<file path="src/rtl/tug_match_referee.sv">
// tug_match_referee
//   Match referee for the tug-of-war game. It watches both ends of the playfield
//   and the two press pulses, awards round points, and pulses round_restart so
//   the playfield recentres after each point. It declares a winner once a player
//   reaches WIN_COUNT points and holds in match-over until new_game is asserted.
//
//   Optional feature: TUG_SERVE_LOCK_EN. When this macro is defined, the block
//   holds in a lock state after every round end until both L and R are low.
//
// Ports
//   Clock, Reset   clock and asynchronous active-high reset
//   field          playfield lights; field[PF_WIDTH-1] is the P1 end, field[0]
//                  is the P2 end
//   L, R           P1 and P2 press pulses, already synchronised
//   new_game       restart request, acted on only while the match is over
//   round_restart  one-cycle recentre pulse
//   match_over     high while the match is over
//   winner         00 none, 01 P1, 10 P2
//   hex_p1/hex_p2  active-low score digits
//   hex_win        active-low winner digit (1, 2 or blank)
module tug_match_referee #(
  parameter int unsigned PF_WIDTH  = 9,
  parameter int unsigned WIN_COUNT = 3
) (
  input  logic                Clock,
  input  logic                Reset,
  input  logic [PF_WIDTH-1:0] field,
  input  logic                L,
  input  logic                R,
  input  logic                new_game,
  output logic                round_restart,
  output logic                match_over,
  output logic [1:0]          winner,
  output logic [6:0]          hex_p1,
  output logic [6:0]          hex_p2,
  output logic [6:0]          hex_win
);

  localparam logic [3:0] WinCnt = 4'(WIN_COUNT);
  localparam logic [6:0] SegBlank = 7'b1111111;

  typedef enum logic [1:0] {
    StPlay      = 2'd0,
    StRoundEnd  = 2'd1,
`ifdef TUG_SERVE_LOCK_EN
    StLock      = 2'd2,
`endif
    StMatchOver = 2'd3
  } state_e;

  state_e     state_q, state_d;
  logic [3:0] score1_q, score1_d;
  logic [3:0] score2_q, score2_d;
  logic [1:0] winner_q, winner_d;

  logic p1_pt, p2_pt;

  // Only the two end lights matter; the middle of the field is ignored.
  if (PF_WIDTH > 2) begin : g_mid
    logic unused_field_mid;
    assign unused_field_mid = ^field[PF_WIDTH-2:1];
  end

  assign p1_pt = field[PF_WIDTH-1] & L & ~R;
  assign p2_pt = field[0] & R & ~L;

  always_comb begin
    state_d  = state_q;
    score1_d = score1_q;
    score2_d = score2_q;
    winner_d = winner_q;
    unique case (state_q)
      StPlay: begin
        if (p1_pt) begin
          score1_d = score1_q + 4'd1;
          if (score1_d == WinCnt) begin
            state_d  = StMatchOver;
            winner_d = 2'b01;
          end else begin
            state_d = StRoundEnd;
          end
        end else if (p2_pt) begin
          score2_d = score2_q + 4'd1;
          if (score2_d == WinCnt) begin
            state_d  = StMatchOver;
            winner_d = 2'b10;
          end else begin
            state_d = StRoundEnd;
          end
        end
      end
      StRoundEnd: begin
`ifdef TUG_SERVE_LOCK_EN
        state_d = StLock;
`else
        state_d = StPlay;
`endif
      end
`ifdef TUG_SERVE_LOCK_EN
      StLock: begin
        if (!L && !R) begin
          state_d = StPlay;
        end
      end
`endif
      StMatchOver: begin
        if (new_game) begin
          score1_d = 4'd0;
          score2_d = 4'd0;
          winner_d = 2'b00;
          state_d  = StRoundEnd;
        end
      end
      default: state_d = StPlay;
    endcase
  end

  always_ff @(posedge Clock or posedge Reset) begin
    if (Reset) begin
      state_q  <= StPlay;
      score1_q <= 4'd0;
      score2_q <= 4'd0;
      winner_q <= 2'b00;
    end else begin
      state_q  <= state_d;
      score1_q <= score1_d;
      score2_q <= score2_d;
      winner_q <= winner_d;
    end
  end

  function automatic logic [6:0] seg7(input logic [3:0] v);
    logic [6:0] s;
    case (v)
      4'd0:    s = 7'b1000000;
      4'd1:    s = 7'b1111001;
      4'd2:    s = 7'b0100100;
      4'd3:    s = 7'b0110000;
      4'd4:    s = 7'b0011001;
      4'd5:    s = 7'b0010010;
      4'd6:    s = 7'b0000010;
      4'd7:    s = 7'b1111000;
      4'd8:    s = 7'b0000000;
      4'd9:    s = 7'b0010000;
      default: s = SegBlank;
    endcase
    return s;
  endfunction

  // Outputs are decoded purely from registered state.
  always_comb begin
    round_restart = (state_q == StRoundEnd);
    match_over    = (state_q == StMatchOver);
    winner        = winner_q;
    hex_p1        = seg7(score1_q);
    hex_p2        = seg7(score2_q);
    case (winner_q)
      2'b01:   hex_win = seg7(4'd1);
      2'b10:   hex_win = seg7(4'd2);
      default: hex_win = SegBlank;
    endcase
  end

endmodule

</file>
<file path="config.mk">
export PLATFORM = sky130hd
export DESIGN_NAME = tug_match_referee
export DESIGN_NICKNAME = d
export VERILOG_FILES = /design/src/rtl/tug_match_referee.sv
export SDC_FILE = /design/constraint.sdc
export NUM_CORES = 1
export LEC_CHECK = 0
export ABC_AREA = 1
export BUFFER_PORTS_ARGS = -buffer_cell sky130_fd_sc_hd__buf_2
export CORE_AREA = 10 10 68 70
export CTS_CLUSTER_DIAMETER = 30
export DETAILED_ROUTE_END_ITERATION = 6
export DIE_AREA = 0 0 78 80
export GPL_ROUTABILITY_DRIVEN = 0
export PLACE_DENSITY = 0.61
export SLEW_MARGIN = 0
export SYNTH_ARGS = -nofsm -noshare
export SYNTH_HDL_FRONTEND = slang
export SYNTH_SLANG_ARGS = --single-unit
</file>
<file path="constraint.sdc">
create_clock -name Clock -period 3.8 [get_ports Clock]
set_clock_uncertainty 0.15 [all_clocks]
set_input_delay 0.19 -clock Clock [delete_from_list [all_inputs] [get_ports Clock]]
set_output_delay 0.19 -clock Clock [all_outputs]
set_load 0.02 [all_outputs]
</file>
### Word level (Yosys, flattened, before mapping)

Memories as Yosys holds them, arrays and structs flattened.
Index checks and enable logic that the tools add are counted.

* memories: 2
* memory bits (read-only): 224
* register bits: 12
* input port bits: 14

Memories
* (no name shown): words 16, bits a word 7, rd ports 1, clocked after memory_dff 0, wr ports 0, RTL line 134 `case (v)`
* (no name shown): words 16, bits a word 7, rd ports 1, clocked after memory_dff 0, wr ports 0, RTL line 134

* reductions and logical operators: 6
* multiplexer cells: 19
* bitwise logic cells: 6
* add/sub/neg operators: 2
* equality and inequality tests: 13

Operator list (number)
* 2-bit two-way mux: 10
* 4-bit two-way mux: 4
* 4-bit one-hot mux with 2 select lines: 2
* 7-bit one-hot mux with 2 select lines: 1
* 3-bit != test, second input constant: 3
* 4-bit by 1-bit adder with 4-bit output, second input constant: 2
* 4-bit by 2-bit equality test with 1-bit output, second input constant: 2
* 2-bit != test, second input constant: 4
* 2-bit one-hot mux with 2 select lines: 2
* 5-bit AND reduction: 1
* 1-bit AND: 4
* 2-bit by 1-bit equality test with 1-bit output, second input constant: 2
* 2-bit equality test, second input constant: 2
* 4-bit AND reduction: 1
* 3-bit AND reduction: 1
* 2-bit logical NOT: 1
* 1-bit NOT: 2
* 2-bit AND reduction: 1
* 2-bit nonzero test: 1

### Longest topological paths before layout

Gate-level depths: netlist of run 1.

* word-level depth: 6
* mapped depth: 10

### Least setup slack after synthesis of run 1

Ideal clock, no wire load.

* path type: register to output
* from: reg score1_q[0]
* to: out hex_p1[3]
* path slack: 2004 ps
* data required time: 3460 ps
* stages on the path, launching flop included: 6
* arrival: 1456 ps
* path buffers: 0
* path through: dfrtp_1 inv_1 ha_1 nand2_1 inv_1 o21ai_0

* cells in the longest elaborated chain, start to end: 1

Ends and longest elaborated chain
* start, declared: RTL line 52 `logic [3:0] score1_q, score1_d;`
* start signal, assigned: RTL line 126 `score1_q <= score1_d;`
* memory read 16 x 7 bit
* end, declared: RTL line 34 `output logic [6:0] hex_p1,`

No other way between the ends.

### Worst setup path in the final report of run 1

Same ends and word-level chain as after synthesis.

==> impl_metrics.json, run 1 <==
{
  "status": "complete, no violations",
  "synth_area_leader_cell": "dfrtp_1",
  "core_mm2": 0.00328,
  "drt-total-wl_mm": 2.48,
  "cts.root.buffer_cell": "clkbuf_4",
  "synth_area_mm2": 0.00113,
  "grt.total_usage": 0.0864,
  "wire_per_inst_um": 10.4,
  "fmax_mhz": 489,
  "final_core_util": 0.404,
  "path_clk_slew_ns": 0.08,
  "pre_cts_ws_ns": 2.02,
  "report.final.slew_viol_count": 0,
  "avgSynthCellArea_um2": 6.87,
  "worst_path_max_delay_cell": "dfrtp_1",
  "final_antenna_net_count": 0,
  "regToRegSetupSlack_ns": 2.13,
  "die_area_mm2": 0.00624,
  "synth_edf_count": 0,
  "cp_top_family": "flip-flops",
  "worst_pin_slew_ns": 0.490,
  "cts_tree": "yes",
  "peakVddDrop_uv": 468,
  "ys_warn_count": 0,
  "critPathMaxStageDelay_ns": 0.49,
  "power_mw": 1.20,
  "start_util": 0.343,
  "cts_made_buffers": 3,
  "io_buffers": 30,
  "drcViolationCount": 0,
  "intPower_mw": 0.509,
  "grt_pass1_wl_mm": 4.64,
  "diodes": 0,
  "switchingPower_mw": 0.688,
  "cts.path.max_buffers": 2,
  "dp_hpwl_mm": 2.09,
  "hold_path.class": "input port to register",
  "yosys-top-cells-area": "dfrtp_1 (27%), ha_1 (19%), nand2_1 (14%)",
  "crit_buf_inv": 3,
  "synth_cell_types": 16,
  "drtPass1Iterations": 4,
  "syn_nets": 195,
  "seq_power_share": 0.224,
  "gr-total-overflow": 0,
  "die_w_um": 78,
  "first_global_vias": 1087,
  "layout_min_cycle_time_ns": 2.04,
  "final_net_count": 225,
  "end_kind": "output port",
  "ys_ff_latch": 12,
  "swShare": 0.575,
  "ys_seq_area_frac": 0.267,
  "synth_common_cells": "nand2_1 (41), inv_1 (27), o21ai_0 (24)",
  "async_flop_share": 1.00,
  "powerDensity_mw_per_mm2": 901,
  "finalSetupTns_ns": 0,
  "vias": 1059,
  "yosysMostFrequentCell": "nand2_1",
  "p_clk_frac": 0.084,
  "ys.flop_type": "dfrtp_1",
  "fin_crit_sh": 0.538,
  "worst_path_most_repeated_cell": "inv_1",
  "clock_latency_ns": 0.27,
  "rsz0062_at_grt": "false",
  "die_h_um": 80,
  "leakage_nw": 0.770,
  "vias_per_cell": 4.43,
  "cp_max_fo": 8,
  "synth_top_cell_area_share": 0.267,
  "antenna_found_initial": 0,
  "cts_max_level": 1,
  "netlist_instances": 164,
  "drive_above_1_share": 0.202,
  "cp-start-kind": "register",
  "pin_count": 39,
  "drtIter0Drc": 30,
  "r2r_start": "state_q[0]$_DFFE_PP0P_",
  "grt_max_degree": 13,
  "critPathRequiredTime_ns": 3.46,
  "path_cells": "inv_1, ha_1, nand2_1, inv_1, o21ai_0, buf_2",
  "setup_viol": 0,
  "maxCapViolCount": 0,
  "cts_resized": 0,
  "worstPathArrival_ns": 1.70,
  "max_slew_margin": 0.670,
  "cts.sinks": 12,
  "min_from": "new_game",
  "critPathLaunch": "score1_q[0]$_DFFE_PP0P_",
  "rows": 21,
  "fin_ws_ns": 1.76,
  "critPathKind": "register to output port",
  "synthToLayoutAreaGrowth_pct": 17.9,
  "power_frac_comb": 0.692,
  "hold_viol_final": 0
}
## registers in the layout (all words and copies together) (netlist names)
register,count
score2_q,4
score1_q,4
winner,2
state_q,2
## cell families after synthesis
logic type                 count (synthesis)  synth area share
AOI/OAI and AO/OA                         27             0.123
adders and majority gates                 17             0.189
buffers and inverters                     34             0.140
DFF                                       12             0.267
other                                      1           0.00333
and+or+nand+nor                           73             0.278
## per-stage QoR
| stage | hold slack (ns) | cells | instance area [µm²] |
|---|---|---|---|
| floorplan | -0.0953 | 164 | 1130 |
| global placement | 0.0785 | 234 | 1280 |
| detailed placement | 0.0824 | 234 | 1280 |
| CTS | 0.0847 | 239 | 1330 |
| global route | 0.140 | 239 | 1330 |
| finish | 0.0862 | 239 | 1330 |
## timing repair
item	4_1_cts	5_1_grt
endpoints found under the hold margin	12	0
setup buffers	0	0
hold buffers	1	0
## worst register-to-register path, cell delays in order (launching register included)
cell and delay, ns:
dfrtp_1 0.41, ha_1 0.26, inv_2 0.14, nor2_1 0.07, nor2_1 0.08, nand2_1 0.07
nor2_1 0.23, nand3_1 0.10, o21ai_0 0.08
## worst paths after layout
check	to	depth (start not counted)
hold reg to reg	state_q[1]$_DFFE_PP0P_	2
setup reg to reg	score2_q[3]$_DFFE_PP0P_	8
max in group asynchronous	score2_q[1]$_DFFE_PP0P_	3
hold / removal	winner[1]$_DFFE_PP0P_	4
setup / recovery	hex_p1[3]	6
min in group asynchronous	score1_q[2]$_DFFE_PP0P_	3
## cell usage in the layout, fill, tap and decap left out, types with 2 or more instances in the layout
master,instances
a21oi_1,2
buf_2,30
clkbuf_4,3
dfrtp_1,12
ha_1,17
inv_1,27
nand2_1,41
nand2_2,2
nand3_1,12
nand4_1,5
nor2_1,12
o21ai_0,24
## per-layer routing
| layer | up-vias | track usage | wire (µm) |
|---|---|---|---|
| li1 | 572 | - | - |
| met1 | 472 | 0.105 | 1150 |
| met2 | 13 | 0.146 | 1220 |
| met3 | 2 | 0.0191 | 92 |
| met4 | 0 | 0.0323 | 16 |
| met5 | - | 0 | 0 |
## power groups by stage
| stage | registers (mW) | logic [mW] | clock network [mW] |
|---|---|---|---|
| final | 0.268 | 0.828 | 0.100 |
| after global routing | 0.285 | 0.957 | 0.109 |
| after CTS | 0.269 | 0.847 | 0.103 |
| after detailed placement | 0.271 | 0.842 | 0 |
| after global placement | 0.272 | 0.836 | 0 |
| after floorplan | 0.249 | 0.640 | 0 |
## final cells by class
| class | count | area [µm²] |
|---|---|---|
| Sequential cell | 12 | 300 |
| Clock buffer | 4 | 36.3 |
| Multi-Input combinational cell | 118 | 668 |
| Tap cell | 46 | 57.6 |
| Fill cell | 373 | 1960 |
| Inverter | 28 | 105 |
| Timing Repair Buffer | 31 | 160 |
(Power assumes the default switching activity.)
==> run 2, diff against run 1 <==
==> constraint.sdc (replaced) <==
create_clock -name Clock -period 2 [get_ports Clock]
set_clock_uncertainty 0.15 [all_clocks]
set_input_delay 0.1 -clock Clock [delete_from_list [all_inputs] [get_ports Clock]]
set_output_delay 0.1 -clock Clock [all_outputs]
set_load 0.02 [all_outputs]
==> impl_metrics.json, run 2 (synthesis gave the netlist of run 1 again) <==
{
  "drt-total-wl_mm": 2.48,
  "grt_pass1_wl_mm": 4.46,
  "finalNonFillerCells": 241,
  "cts_made_buffers": 3,
  "drtIter0Drc": 33,
  "layout_common_cells": "nand2_1 (41), buf_2 (30), inv_1 (25)",
  "p_clk_frac": 0.082,
  "worst_path_most_repeated_cell": "inv_1",
  "io_buffers": 30,
  "diodes": 0,
  "wire_per_inst_um": 10.3,
  "maxCapViolCount": 0,
  "setup_viol": 0,
  "final_net_count": 227,
  "path_clk_slew_ns": 0.08,
  "die_area_mm2": 0.00624,
  "dp.cells": 234,
  "first_global_vias": 1031,
  "status": "complete, no violations",
  "drcViolationCount": 0,
  "antenna_found_initial": 0,
  "final_antenna_net_count": 0,
  "synthToLayoutAreaGrowth_pct": 19.8,
  "pin_count": 39,
  "peakVddDrop_uv": 850,
  "path_cells": "inv_1, ha_1, nand2_1, inv_1, o21ai_0, buf_2",
  "finalSetupTns_ns": 0,
  "die_h_um": 80,
  "intPower_mw": 0.987,
  "start_util": 0.343,
  "hold_path.class": "input port to register",
  "dp_hpwl_mm": 2.05,
  "hold_viol_final": 0,
  "fmax_mhz": 540,
  "power_mw": 2.30,
  "vias": 1056,
  "powerDensity_mw_per_mm2": 1700,
  "seq_power_share": 0.225,
  "reg.largest.list": "score1_q: 4 flops, score2_q: 4 flops",
  "layout_commonest_cell": "nand2_1",
  "fin_crit_sh": 0.926,
  "grt_max_degree": 13,
  "grt.total_usage": 0.0832,
  "rows": 21,
  "cp-start-kind": "register",
  "core_mm2": 0.00328,
  "die_w_um": 78,
  "gr-total-overflow": 0,
  "clock_latency_ns": 0.27,
  "worst_path_max_delay_cell": "dfrtp_2",
  "switchingPower_mw": 1.31,
  "drive_above_1_share": 0.231,
  "cts_tree": "yes",
  "cp_max_fo": 8,
  "worstPathArrival_ns": 1.60,
  "cts_max_level": 1,
  "vias_per_cell": 4.38,
  "end_kind": "output port",
  "cts.sinks": 12,
  "leakage_nw": 0.774,
  "cts.path.max_buffers": 2,
  "critPathMaxStageDelay_ns": 0.47,
  "swShare": 0.570,
  "critPathRequiredTime_ns": 1.75,
  "layout_min_cycle_time_ns": 1.85,
  "hold_slack_ns": 0.147,
  "cts.root.buffer_cell": "clkbuf_4",
  "drtPass1Iterations": 4,
  "report.final.slew_viol_count": 0,
  "power_frac_comb": 0.693,
  "critPathKind": "register to output port"
}
run 2: changes by cell type in the layout (fill, tap and decap cells not counted), sizes merged:
cell and delta:
buf +1, dlygate4sd3 +1
run 2: layout make-up:
class / count / area, µm²
clock buffers: 4 / 36.3
fillers: 347 / 1940
inverters: 28 / 105
multi-input cells: 118 / 668
flip-flops and latches: 12 / 304
well taps: 46 / 57.6
repair buffers: 33 / 178
run 2: worst paths after layout:
check | endpoint | depth (start not counted) | slack, ns | startpoint
worst max-delay path | hex_p1[3] | 6 | 0.15 | score1_q[1]$_DFFE_PP0P_
worst min-delay path | winner[1]$_DFFE_PP0P_ | 4 | 0.15 | field[8]
worst max register to register | score2_q[3]$_DFFE_PP0P_ | 8 | 0.32 | state_q[0]$_DFFE_PP0P_
worst min register to register | state_q[1]$_DFFE_PP0P_ | 2 | 0.37 | state_q[1]$_DFFE_PP0P_
max in group asynchronous | score2_q[1]$_DFFE_PP0P_ | 3 | 1.12 | Reset
min in group asynchronous | score1_q[2]$_DFFE_PP0P_ | 3 | 0.23 | Reset
run 2: what timing repair did:
action,CTS,global route
setup endpoints to repair,0,8
endpoints found under the hold margin,14,0
setup buffers,0,1
resized for setup,0,7
hold buffers,2,0
run 2: power by group through the flow:
stage | registers (mW) | logic (mW) | clock network, mW
2_1_floorplan | 0.473 | 1.22 | 0
3_3_place_gp | 0.517 | 1.59 | 0
3_5_place_dp | 0.518 | 1.60 | 0
4_1_cts | 0.513 | 1.60 | 0.197
5_1_grt | 0.550 | 1.83 | 0.212
6_report | 0.517 | 1.59 | 0.188
run 2: routing by layer:
layer | vias to the layer above | wire [µm] | GRT usage
met3 | 4 | 119 | 0.0225
li1 | 576 | - | -
met1 | 463 | 1120 | 0.0951
met5 | - | 0 | 0
met2 | 13 | 1210 | 0.144
met4 | 0 | 31 | 0.0323
run 2: worst max-delay path, delay by kind of cell (launching register included):
kind / cells / cell delay (ns)
flip-flops: 1 / 0.47
adder cells (fa/ha/maj): 1 / 0.27
AO/OA/AOI/OAI: 1 / 0.13
buffers and inverters: 3 / 0.36
AND/OR/NAND/NOR: 1 / 0.10
run 2: per-stage QoR:
step | worst slack [ns] | cell area [µm²] | utilization
2_1_floorplan | 0.294 | 1130 | -
3_3_place_gp | 0.324 | 1280 | 0.390
3_5_place_dp | 0.326 | 1280 | 0.390
4_1_cts | 0.0258 | 1340 | 0.407
5_1_grt | -0.0131 | 1350 | 0.411
6_report | 0.147 | 1350 | 0.411
==> run 3, diff against run 2 <==
--- a/config.mk
+++ b/config.mk
@@ -5,14 +5,14 @@
 export SDC_FILE = /design/constraint.sdc
 export NUM_CORES = 1
 export LEC_CHECK = 0
-export ABC_AREA = 1
+export ABC_AREA = 0
 export BUFFER_PORTS_ARGS = -buffer_cell sky130_fd_sc_hd__buf_2
-export CORE_AREA = 10 10 68 70
+export CORE_AREA = 10 10 72 74
 export CTS_CLUSTER_DIAMETER = 30
 export DETAILED_ROUTE_END_ITERATION = 6
-export DIE_AREA = 0 0 78 80
+export DIE_AREA = 0 0 82 84
 export GPL_ROUTABILITY_DRIVEN = 0
-export PLACE_DENSITY = 0.61
+export PLACE_DENSITY = 0.59
 export SLEW_MARGIN = 0
 export SYNTH_ARGS = -nofsm -noshare
 export SYNTH_HDL_FRONTEND = slang
==> impl_metrics.json, run 3 <==
{
  "status": "complete, no violations",
  "synthAdderAreaFrac": 0.168,
  "drt-total-wl_mm": 2.88,
  "yosysMostFrequentCell": "nand2_1",
  "die_h_um": 84,
  "clock_latency_ns": 0.24,
  "power_frac_comb": 0.680,
  "synth_compound_area_frac": 0.242,
  "final_core_util": 0.394,
  "async_flop_share": 1.00,
  "yosys-top-cells-area": "dfrtp_1 (24%), ha_1 (17%), o21ai_0 (7.5%)",
  "drtPass1Iterations": 4,
  "fmax_mhz": 532,
  "hold_path.class": "input port to register",
  "critPathRequiredTime_ns": 1.75,
  "dr_wl_met2_mm": 1.24,
  "seq_power_share": 0.204,
  "avgSynthCellArea_um2": 7.75,
  "synth_mux_area_frac": 0.00793,
  "syn_nets": 194,
  "cts_tree": "yes",
  "topRoutingLayerUsed": "met4",
  "layout_common_cells": "buf_2 (30), nand2_1 (23), o21ai_0 (19)",
  "final_net_count": 226,
  "worst_pin_slew_ns": 0.510,
  "drive_above_1_share": 0.299,
  "grt_pass1_wl_mm": 4.88,
  "gr-total-overflow": 0,
  "setup_viol": 0,
  "ys_seq_area_frac": 0.238,
  "cts.root.buffer_cell": "clkbuf_8",
  "swShare": 0.524,
  "first_global_vias": 1067,
  "cts_max_level": 1,
  "p_clk_frac": 0.116,
  "reg.largest.list": "score1_q: 4 flops, score2_q: 4 flops",
  "hold_viol_final": 0,
  "rows": 23,
  "diodes": 0,
  "grt.total_usage": 0.0847,
  "cts.path.max_buffers": 2,
  "ys_warn_count": 0,
  "critPathKind": "register to output port",
  "max_slew_margin": 0.659,
  "worstPathArrival_ns": 1.63,
  "grt_max_degree": 16,
  "cts.sinks": 12,
  "io_buffers": 30,
  "leakage_nw": 0.785,
  "end_kind": "output port",
  "synth_area_mm2": 0.00126,
  "drtIter0Drc": 71,
  "synth_top_family_by_area": "compound AO/OA/AOI/OAI gates",
  "cp-start-kind": "register",
  "report.final.slew_viol_count": 0,
  "powerDensity_mw_per_mm2": 1530,
  "cts_made_buffers": 3,
  "vias_per_cell": 4.68,
  "synth_common_cells": "nand2_1 (23), o21ai_0 (19), ha_1 (17)",
  "die_w_um": 82,
  "power_mw": 2.33,
  "hold_slack_ns": 0.112,
  "peakVddDrop_uv": 440,
  "synth_edf_count": 0,
  "rsz0062_at_grt": "false",
  "antenna_found_initial": 0,
  "synthSimpleGateAreaFrac": 0.225,
  "maxCapViolCount": 0,
  "layout_min_cycle_time_ns": 1.88,
  "layout_commonest_cell": "buf_2",
  "final_antenna_net_count": 0,
  "switchingPower_mw": 1.22,
  "dp_hpwl_mm": 2.21,
  "drcViolationCount": 0,
  "synth_cell_types": 37,
  "wire_per_inst_um": 11.8,
  "m1WireLength_mm": 1.37,
  "vias": 1142,
  "ys.flop_type": "dfrtp_1",
  "die_area_mm2": 0.00689,
  "cp_max_fo": 8,
  "intPower_mw": 1.11,
  "start_util": 0.327,
  "finalSetupTns_ns": 0,
  "ys_ff_latch": 12,
  "synth-xor-area-share": 0.0139,
  "wl_met3_um": 231,
  "synthToLayoutAreaGrowth_pct": 20.3,
  "pin_count": 39,
  "netlist_instances": 163,
  "fin_crit_sh": 0.941,
  "synth_area_leader_cell": "dfrtp_1",
  "path_clk_slew_ns": 0.06,
  "core_mm2": 0.00386,
  "synth_top_cell_area_share": 0.238
}
run 3: metal layers:
metal  up-vias  track usage
li1        599            -
met3         2       0.0302
met1       507        0.111
met2        34        0.123
met4         0       0.0294
met5         -            0
run 3: stage by stage:
step	instances	instance area [µm²]	worst slack, ns
6_report	244	1520	0.119
5_1_grt	244	1520	0.00721
4_1_cts	241	1500	0.0427
3_5_place_dp	236	1430	0.179
3_3_place_gp	236	1430	0.237
2_1_floorplan	163	1260	0.157
run 3: cells by family after synthesis:
family	count (synthesis)
xor+xnor	2
fa+ha+maj	17
compound gates	48
mux	1
simple gates	56
other cells	1
buf+inv	26
flops	12
run 3: worst max-delay path, stage by stage (launching register included):
cell	delay [ns]
dfrtp_1	0.48
ha_1	0.23
or2_2	0.26
a21oi_1	0.19
a31oi_1	0.06
buf_2	0.17
run 3: worst paths after layout:
path	startpoint	endpoint	slack (ns)	cells after the start
min in group asynchronous	Reset	winner[0]$_DFFE_PP0P_	0.27	3
max in group asynchronous	Reset	score1_q[1]$_DFFE_PP0P_	1.05	3
min	new_game	winner[1]$_DFFE_PP0P_	0.11	3
max reg2reg	state_q[1]$_DFFE_PP0P_	winner[0]$_DFFE_PP0P_	0.15	7
max	score1_q[0]$_DFFE_PP0P_	hex_p1[3]	0.12	5
min reg2reg	state_q[1]$_DFFE_PP0P_	state_q[1]$_DFFE_PP0P_	0.44	2
run 3: cell type report:
type	instances	area (µm²)
inverters	16	60.1
clock buffers	4	55.1
well taps	50	62.6
repair buffers	37	205
flip-flops and latches	12	303
fillers	417	2340
multi-input cells	125	833
run 3: repair_timing:
action	4_1_cts	5_1_grt
endpoints found under the setup margin	4	4
pin swaps	0	0
buffers inserted	0	3
hold endpoints to repair	12	0
hold buffers	1	0
resized for setup	2	1
run 3: power by group through the flow:
stage	clock network (mW)	logic [mW]	registers, mW
floorplan	0	1.24	0.413
global placement	0	1.56	0.481
detailed placement	0	1.57	0.482
CTS	0.281	1.57	0.481
global route	0.295	1.78	0.495
finish	0.270	1.58	0.474
